$ cat src/rtl/ps2_host_tx.sv
// rtl/ps2_host_tx.sv - PS/2 host-to-device command transmitter (open-drain clk/data).
// Optional retry on failure: define PS2_TX_RETRY_EN.
module ps2_host_tx #(
  parameter int CLK_FREQ_HZ = 50_000_000,
  parameter int INHIBIT_US  = 100,
  parameter int TIMEOUT_US  = 20_000,
  parameter int SYNC_STAGES = 2
) (
  input  logic       clk,
  input  logic       reset,
  input  logic [7:0] tx_data,
  input  logic       tx_start,
  output logic       tx_busy,
  output logic       tx_done,
  output logic       tx_error,
  input  logic       ps2_clk_in,
  input  logic       ps2_data_in,
  output logic       ps2_clk_oe,
  output logic       ps2_data_oe
);

  localparam int INH   = CLK_FREQ_HZ / 1_000_000 * INHIBIT_US;
  localparam int TMO   = CLK_FREQ_HZ / 1_000_000 * TIMEOUT_US;
  localparam int INH_W = (INH > 1) ? $clog2(INH) : 1;
  localparam int TMO_W = (TMO > 1) ? $clog2(TMO) : 1;

  typedef enum logic [2:0] {
    S_IDLE,
    S_INHIB,
    S_SHIFT,
    S_ACK,
    S_WAITI,
    S_DONE,
    S_FAIL
  } state_t;

  state_t                 r_state;
  state_t                 w_next;
  logic [SYNC_STAGES-1:0] r_clk_sync;
  logic [SYNC_STAGES-1:0] r_data_sync;
  logic                   r_clk_prev;
  logic [7:0]             r_byte;
  logic [9:0]             r_shift;
  logic [3:0]             r_cnt;
  logic [INH_W-1:0]       r_inh;
  logic [TMO_W-1:0]       r_tmo;
  logic                   r_data_oe;
`ifdef PS2_TX_RETRY_EN
  logic [1:0]             r_retry;
`endif

  logic w_clk_s;
  logic w_data_s;
  logic w_fall;
  logic w_inh_end;
  logic w_tmo_hit;

  assign w_clk_s    = r_clk_sync[SYNC_STAGES-1];
  assign w_data_s   = r_data_sync[SYNC_STAGES-1];
  assign w_fall     = r_clk_prev & ~w_clk_s;
  assign w_inh_end  = (r_inh == INH_W'(INH - 1));
  assign w_tmo_hit  = (r_tmo == TMO_W'(TMO - 1));
  assign ps2_data_oe = r_data_oe;

  // Idle bus level is high, so the synchronizers reset to 1 to avoid a false fall.
  always_ff @(posedge clk) begin
    if (reset) begin
      r_clk_sync  <= '1;
      r_data_sync <= '1;
      r_clk_prev  <= 1'b1;
    end else begin
      r_clk_sync  <= {r_clk_sync[SYNC_STAGES-2:0], ps2_clk_in};
      r_data_sync <= {r_data_sync[SYNC_STAGES-2:0], ps2_data_in};
      r_clk_prev  <= w_clk_s;
    end
  end

  always_comb begin
    w_next     = r_state;
    tx_busy    = 1'b0;
    tx_done    = 1'b0;
    tx_error   = 1'b0;
    ps2_clk_oe = 1'b0;
    case (r_state)
      S_IDLE: begin
        if (tx_start) w_next = S_INHIB;
      end
      S_INHIB: begin
        tx_busy    = 1'b1;
        ps2_clk_oe = 1'b1;
        if (w_inh_end) w_next = S_SHIFT;
      end
      S_SHIFT: begin
        tx_busy = 1'b1;
        if (w_tmo_hit) w_next = S_FAIL;
        else if (w_fall && r_cnt == 4'd9) w_next = S_ACK;
      end
      S_ACK: begin
        tx_busy = 1'b1;
        if (w_tmo_hit) w_next = S_FAIL;
        else if (w_fall) w_next = w_data_s ? S_FAIL : S_WAITI;
      end
      S_WAITI: begin
        tx_busy = 1'b1;
        if (w_tmo_hit) w_next = S_FAIL;
        else if (w_clk_s && w_data_s) w_next = S_DONE;
      end
      S_DONE: begin
        tx_done = 1'b1;
        w_next  = S_IDLE;
      end
      S_FAIL: begin
`ifdef PS2_TX_RETRY_EN
        if (r_retry != 2'd2) begin
          tx_busy = 1'b1;
          w_next  = S_INHIB;
        end else begin
          tx_error = 1'b1;
          w_next   = S_IDLE;
        end
`else
        tx_error = 1'b1;
        w_next   = S_IDLE;
`endif
      end
      default: w_next = S_IDLE;
    endcase
  end

  always_ff @(posedge clk) begin
    if (reset) begin
      r_state   <= S_IDLE;
      r_byte    <= 8'h00;
      r_shift   <= '0;
      r_cnt     <= 4'd0;
      r_inh     <= '0;
      r_tmo     <= '0;
      r_data_oe <= 1'b0;
`ifdef PS2_TX_RETRY_EN
      r_retry   <= 2'd0;
`endif
    end else begin
      r_state <= w_next;
      case (r_state)
        S_IDLE: begin
          if (tx_start) begin
            r_byte <= tx_data;
            r_inh  <= '0;
`ifdef PS2_TX_RETRY_EN
            r_retry <= 2'd0;
`endif
          end
        end
        S_INHIB: begin
          r_inh <= r_inh + 1'b1;
          // Start bit goes out as the clock is released (request-to-send).
          if (w_inh_end) begin
            r_data_oe <= 1'b1;
            r_shift   <= {1'b1, ~^r_byte, r_byte};
            r_cnt     <= 4'd0;
            r_tmo     <= '0;
          end
        end
        S_SHIFT, S_ACK, S_WAITI: begin
          r_tmo <= r_tmo + 1'b1;
          if (r_state == S_SHIFT && w_fall) begin
            r_data_oe <= ~r_shift[0];
            r_shift   <= {1'b0, r_shift[9:1]};
            r_cnt     <= r_cnt + 1'b1;
          end
        end
        S_FAIL: begin
          r_inh <= '0;
`ifdef PS2_TX_RETRY_EN
          r_retry <= r_retry + 1'b1;
`endif
        end
        default: ;
      endcase
      // Leaving the frame for any reason releases the data line immediately.
      if (w_next == S_FAIL || w_next == S_IDLE) r_data_oe <= 1'b0;
    end
  end

endmodule

$ cat config.mk
export PLATFORM = sky130hd
export DESIGN_NAME = ps2_host_tx
export DESIGN_NICKNAME = d
export VERILOG_FILES = /design/src/rtl/ps2_host_tx.sv
export SDC_FILE = /design/constraint.sdc
export NUM_CORES = 1
export LEC_CHECK = 0
export ABC_CLOCK_PERIOD_IN_PS = 2600
export CORE_ASPECT_RATIO = 0.6
export CORE_MARGIN = 2
export CORE_UTILIZATION = 30
export DETAILED_ROUTE_END_ITERATION = 12
export PLACE_DENSITY = 0.52
export SYNTH_ARGS = -nofsm -noshare
export SYNTH_HDL_FRONTEND = slang
export SYNTH_SLANG_ARGS = --single-unit
$ cat constraint.sdc
create_clock -name clk -period 2.6 [get_ports clk]
set_input_delay 0.52 -clock clk [delete_from_list [all_inputs] [get_ports clk]]
set_output_delay 0.52 -clock clk [all_outputs]
set_load 0.005 [all_outputs]
* Word-level counts from Yosys, hierarchy flattened
Cells that the tools add are included.
Cells by class: multiplexer cells 27, eq/ne operators 13, bitwise gates (word level) 3, add/subtract/negate cells 3, reduce and logical (&&, ||, !) cells 16
Operators by type and width (number):
- 20-bit case mux with 2 select lines | 1
- 13-bit case mux with 3 select lines | 1
- 3-bit two-way mux | 8
- 20-bit by 1-bit adder with 20-bit output, second input constant | 1
- 20-bit equality test, second input constant | 1
- 10-bit two-way mux | 2
- 20-bit two-way mux | 1
- 10-bit case mux with 2 select lines | 1
- 3-bit case mux with 5 select lines | 1
- 13-bit by 1-bit adder with 13-bit output, second input constant | 1
- 13-bit equality test, second input constant | 1
- 13-bit two-way mux | 1
- 3-bit equality test, second input constant | 4
- 4-bit two-way mux | 2
- 4-bit case mux with 2 select lines | 1
- 8-bit XNOR reduction | 1
- 3-bit by 2-bit equality test with 1-bit output, second input constant | 2
- 3-bit zero test | 2
- 1-bit two-way mux | 6
- 2-bit != test, second input constant | 3
- 2-bit AND reduction | 3
- 4-bit by 1-bit adder with 4-bit output, second input constant | 1
- 4-bit equality test, second input constant | 1
- 4-bit OR reduction | 1
- other kinds (12) | 15
Storage, ports and cells: word-level logic and storage cells 72, input port bits 13, output and inout bits 5, flip-flop bits (word level) 64

* Logic depth before layout (Yosys ltp)
word-level depth 9, gate-level depth with buffers 8, gate-level depth less buffers 7

* Worst setup path before layout
Ideal clock, no wire load.
path kind reg-to-reg, start point register r_inh[3], end point register r_data_oe (netlist: ps2_data_oe), period minus slack after synthesis 2118 ps, slack 482 ps, stages on the path, launching flop included 6, required time 2497 ps, data arrival time 2015 ps, path buffers 0, library setup time 103 ps, path through dfxtp_1 or4_4 nor4_4 nor2_4 a221o_1 a2111oi_2
Between the ends: longest elaborated chain between the ends 6, elaborated cells between the ends (all ways) 9, those cells by class eq/ne: 3; mux: 2; reduce/logical: 4
RTL lines:
- from (decl) | RTL line 45 | logic [INH_W-1:0] r_inh;
- from (signal assigned) | RTL line 155 | r_inh <= r_inh + 1'b1;
- 13-bit equality test * | RTL line 61 | assign w_inh_end = (r_inh == INH_W'(INH - 1));
- 3-bit two-way mux | RTL line 91 | if (w_inh_end) w_next = S_SHIFT;
- 3-bit case mux with 5 select lines | RTL line 84 | case (r_state)
- 3-bit equality test or 3-bit zero test (tied branches) | RTL line 181 | if (w_next == S_FAIL || w_next == S_IDLE) r_data_oe <= 1'b0;
- 1-bit logical OR | RTL line 181
- 2-bit OR reduction (no line)
- to (signal assigned) | RTL line 167 | r_data_oe <= ~r_shift[0];
- to (decl) | RTL line 47 | logic r_data_oe;
Mark *: on every way between the ends. The rest lies on a longest branch, timed or not. A chain may end at the register's enable or synchronous reset.

* Worst setup path after layout
start point register r_state[1], end point output ps2_clk_oe
Between the ends: longest elaborated chain between the ends 2
RTL lines:
- from (decl) | RTL line 37 | state_t r_state;
- from (signal assigned) | RTL line 143 | r_state <= w_next;
- 3-bit by 1-bit equality test with 1-bit output | RTL line 84
- 1-bit two-way mux | RTL line 84
- to (decl) | RTL line 18 | output logic ps2_clk_oe,
No other way between the ends.

==> impl_metrics.env <==
export IMPL_drive_above_1_share=0.1638
export IMPL_place_congestion=0.7752
export IMPL_cts_setup_buffers=0
export IMPL_fin_cells=548
export IMPL_status="finished clean"
export IMPL_maxSlewViolCount=0
export IMPL_drt_first_iter_violations=223
export IMPL_antenna_found_initial=0
export IMPL_power_frac_comb=0.057
export IMPL_endpoint_kind="primary output"
export IMPL_crit_required_ns=2.08
export IMPL_wirelength_um=7671
export IMPL_holdBufCountCts=0
export IMPL_syn2layout_area_growth_pct=21.54
export IMPL_start_util=0.3069
export IMPL_r2r_start="r_inh[3]$_SDFFE_PP0P_"
export IMPL_die_area_um2=11640
export IMPL_min_path_type="flop to flop"
export IMPL_p_int_mw=2.050
export IMPL_r2r_end="r_tmo[19]$_SDFFE_PP0P_"
export IMPL_ant_nets=0
export IMPL_crit_end="ps2_clk_oe"
export IMPL_vias=2776
export IMPL_port_buffers=17
export IMPL_cts_buffers=9
export IMPL_clock_latency_ns=0.33
export IMPL_setup_worst_path_start_class="flop"
export IMPL_final_cell_mix="dfxtp_1 (64), nand2_1 (58), a21oi_1 (37)"
export IMPL_p_leak_nw=1.289
export IMPL_final_common_cell="dfxtp_1"
export IMPL_p_switching_mw=0.5220
export IMPL_io_pins=18
export IMPL_dr_pass1_iters=4
export IMPL_vdd_drop_max_mv=0.3370
export IMPL_min_period_over_period=0.9336
export IMPL_netlist_area_um2=3229
export IMPL_fin_nets=421
export IMPL_grt_pass1_wl_um=13120
export IMPL_slew_headroom=0.6081
export IMPL_crit_path_start="r_state[1]$_SDFF_PP0_"
export IMPL_ys_async_sr_fraction=0
export IMPL_p_total_mw=2.572
export IMPL_critPathMaxFanout=11
export IMPL_reg2reg_depth=5
export IMPL_die_y_um=84.37
export IMPL_cts_clk_slew_worst_paths_ns=0.05
export IMPL_num_fill_cells=1112
export IMPL_multi_input_area_um2=1787
export IMPL_place_area_um2=3563
export IMPL_ys_seq_area_frac=0.3967
export IMPL_synth_edf_count=0
export IMPL_cts_root_buf="clkbuf_16"
export IMPL_avgSynthCellArea_um2=8.454
export IMPL_cts_max_level=3
export IMPL_ys_types=62
export IMPL_tritoncts="done"
export IMPL_skew_ns=0.004905
export IMPL_rows=29
export IMPL_p_sw_frac=0.2029
export IMPL_grt_overflow=0
export IMPL_viasPerCell=5.066
export IMPL_critical_path_arrival_ns=1.91
export IMPL_numClockSinks=64
export IMPL_track_usage=0.1441
export IMPL_pwr_share_clk=0.552
export IMPL_p_seq_frac=0.391
export IMPL_cts_path_max_buffers=2
export IMPL_cap_violations=0
export IMPL_syn_instance_count=382
export IMPL_grt_max_degree=32
export IMPL_syn_nets=399
export IMPL_seqCellArea_um2=1281
export IMPL_setup_viol=0
export IMPL_ff2ff_setup_slack_ns=0.31
export IMPL_die_width_um=137.9
export IMPL_crit_type="flop to primary output"
export IMPL_hold_viol_final=0
export IMPL_synth_ff_type="dfxtp_1"
export IMPL_period_needed_ns=2.427
export IMPL_stdcell_area_um2=3925
export IMPL_p_per_area_nw_per_um2=655.4
export IMPL_fmax_mhz=412.0
export IMPL_drcViolationCount=0
export IMPL_tightest_slew_ns=0.5878
export IMPL_antennaDiodeCount=0
export IMPL_rsz0062_at_grt="false"
export IMPL_wl_per_cell_um=14.00
export IMPL_pre_cts_ws_ns=-0.009902
export IMPL_first_global_vias=2548
export IMPL_ys_ff_latch=64
export IMPL_ys_warnings_count=0
export IMPL_core_area_um2=10520
export IMPL_place_hpwl_um=5367
export IMPL_dp_cells=532
export IMPL_fin_ws_ns=0.1726
[synth_stat cells, drive strengths merged (5+ instances only)]
cell type  count  share of area
and3           7          0.014
or4            7          0.019
nand3         12          0.019
inv            5         0.0058
clkbuf        15          0.021
xnor2         10          0.027
buf            7          0.021
dfxtp         64           0.40
nand4         10          0.019
nand2         58          0.067
o21ai         16          0.025
a311oi        13          0.047
a21oi         37          0.057
or2           12          0.023
or3            5         0.0097
nor2          35          0.043
[logic make-up after synthesis]
logic type	count (synthesis)	share of synthesized area
simple gates	178	0.2976
compound gates	93	0.1976
flops	64	0.3967
buf+inv	28	0.05075
xor+xnor	12	0.03255
fa+ha+maj	4	0.01550
mux	3	0.009299
[worst min-delay path by stage]
stage                         startpoint                        end  slack, ns  cells past startpoint
6_report       r_data_sync[0]$_SDFF_PP1_  r_data_sync[1]$_SDFF_PP1_       0.41                      1
5_1_grt         r_clk_sync[0]$_SDFF_PP1_   r_clk_sync[1]$_SDFF_PP1_       0.42                      1
4_1_cts         r_clk_sync[0]$_SDFF_PP1_   r_clk_sync[1]$_SDFF_PP1_       0.41                      1
3_5_place_dp    r_clk_sync[0]$_SDFF_PP1_   r_clk_sync[1]$_SDFF_PP1_       0.40                      1
3_3_place_gp   r_data_sync[0]$_SDFF_PP1_  r_data_sync[1]$_SDFF_PP1_       0.39                      1
2_1_floorplan   r_clk_sync[0]$_SDFF_PP1_   r_clk_sync[1]$_SDFF_PP1_       0.39                      1
[final cells by class]
type / instances / area share
sequential: 64 / 0.3264
clock buffer: 11 / 0.06439
clock inverter: 5 / 0.02614
tap: 139 / 0.04431
timing repair buffer: 34 / 0.07778
inverter: 5 / 0.005738
multi-input combinational: 290 / 0.4552
[routing by layer]
metal  track usage  up-vias  part of all wire
met5             0        -                 0
met4       0.04174        0            0.0022
met3       0.04167        2             0.041
met2        0.1881       54              0.39
met1        0.2236     1285              0.57
li1              -     1435                 -
[critical path, stage by stage (launching register included)]
cell and delay [ns]:
dfxtp_1 0.39, or3b_4 0.50, clkinvlp_4 0.17, clkdlybuf4s50_1 0.52
[state kept, by name, indices dropped and copies added, names as in the netlist]
| name | flops |
|---|---|
| r_tmo | 20 |
| r_cnt | 4 |
| r_state | 3 |
| r_data_sync | 2 |
| r_clk_prev | 1 |
| r_shift | 10 |
| r_inh | 13 |
| ps2_data_oe | 1 |
| r_clk_sync | 2 |
| r_byte | 8 |
[power groups by stage]
stage	Combinational (mW)	Clock, mW	Sequential [mW]
3_3_place_gp	0.147	0	1.03
3_5_place_dp	0.148	0	1.03
2_1_floorplan	0.0961	0	1.02
6_report	0.147	1.42	1.01
5_1_grt	0.164	1.51	1.01
4_1_cts	0.148	1.46	1.01
[stage by stage]
stage / utilization / hold slack [ns] / TNS, ns
3_5_place_dp: 0.3386 / 0.3954 / -0.01197
3_3_place_gp: 0.3386 / 0.3917 / 0
5_1_grt: 0.3730 / 0.4219 / 0
4_1_cts: 0.3724 / 0.4086 / 0
2_1_floorplan: - / 0.3895 / 0
6_report: 0.3730 / 0.4057 / 0
[repair_timing]
item,CTS,global route
endpoints found under the setup margin,0,2
endpoints found under the hold margin,0,0
resized for setup,0,2
(Power assumes the default switching activity.)
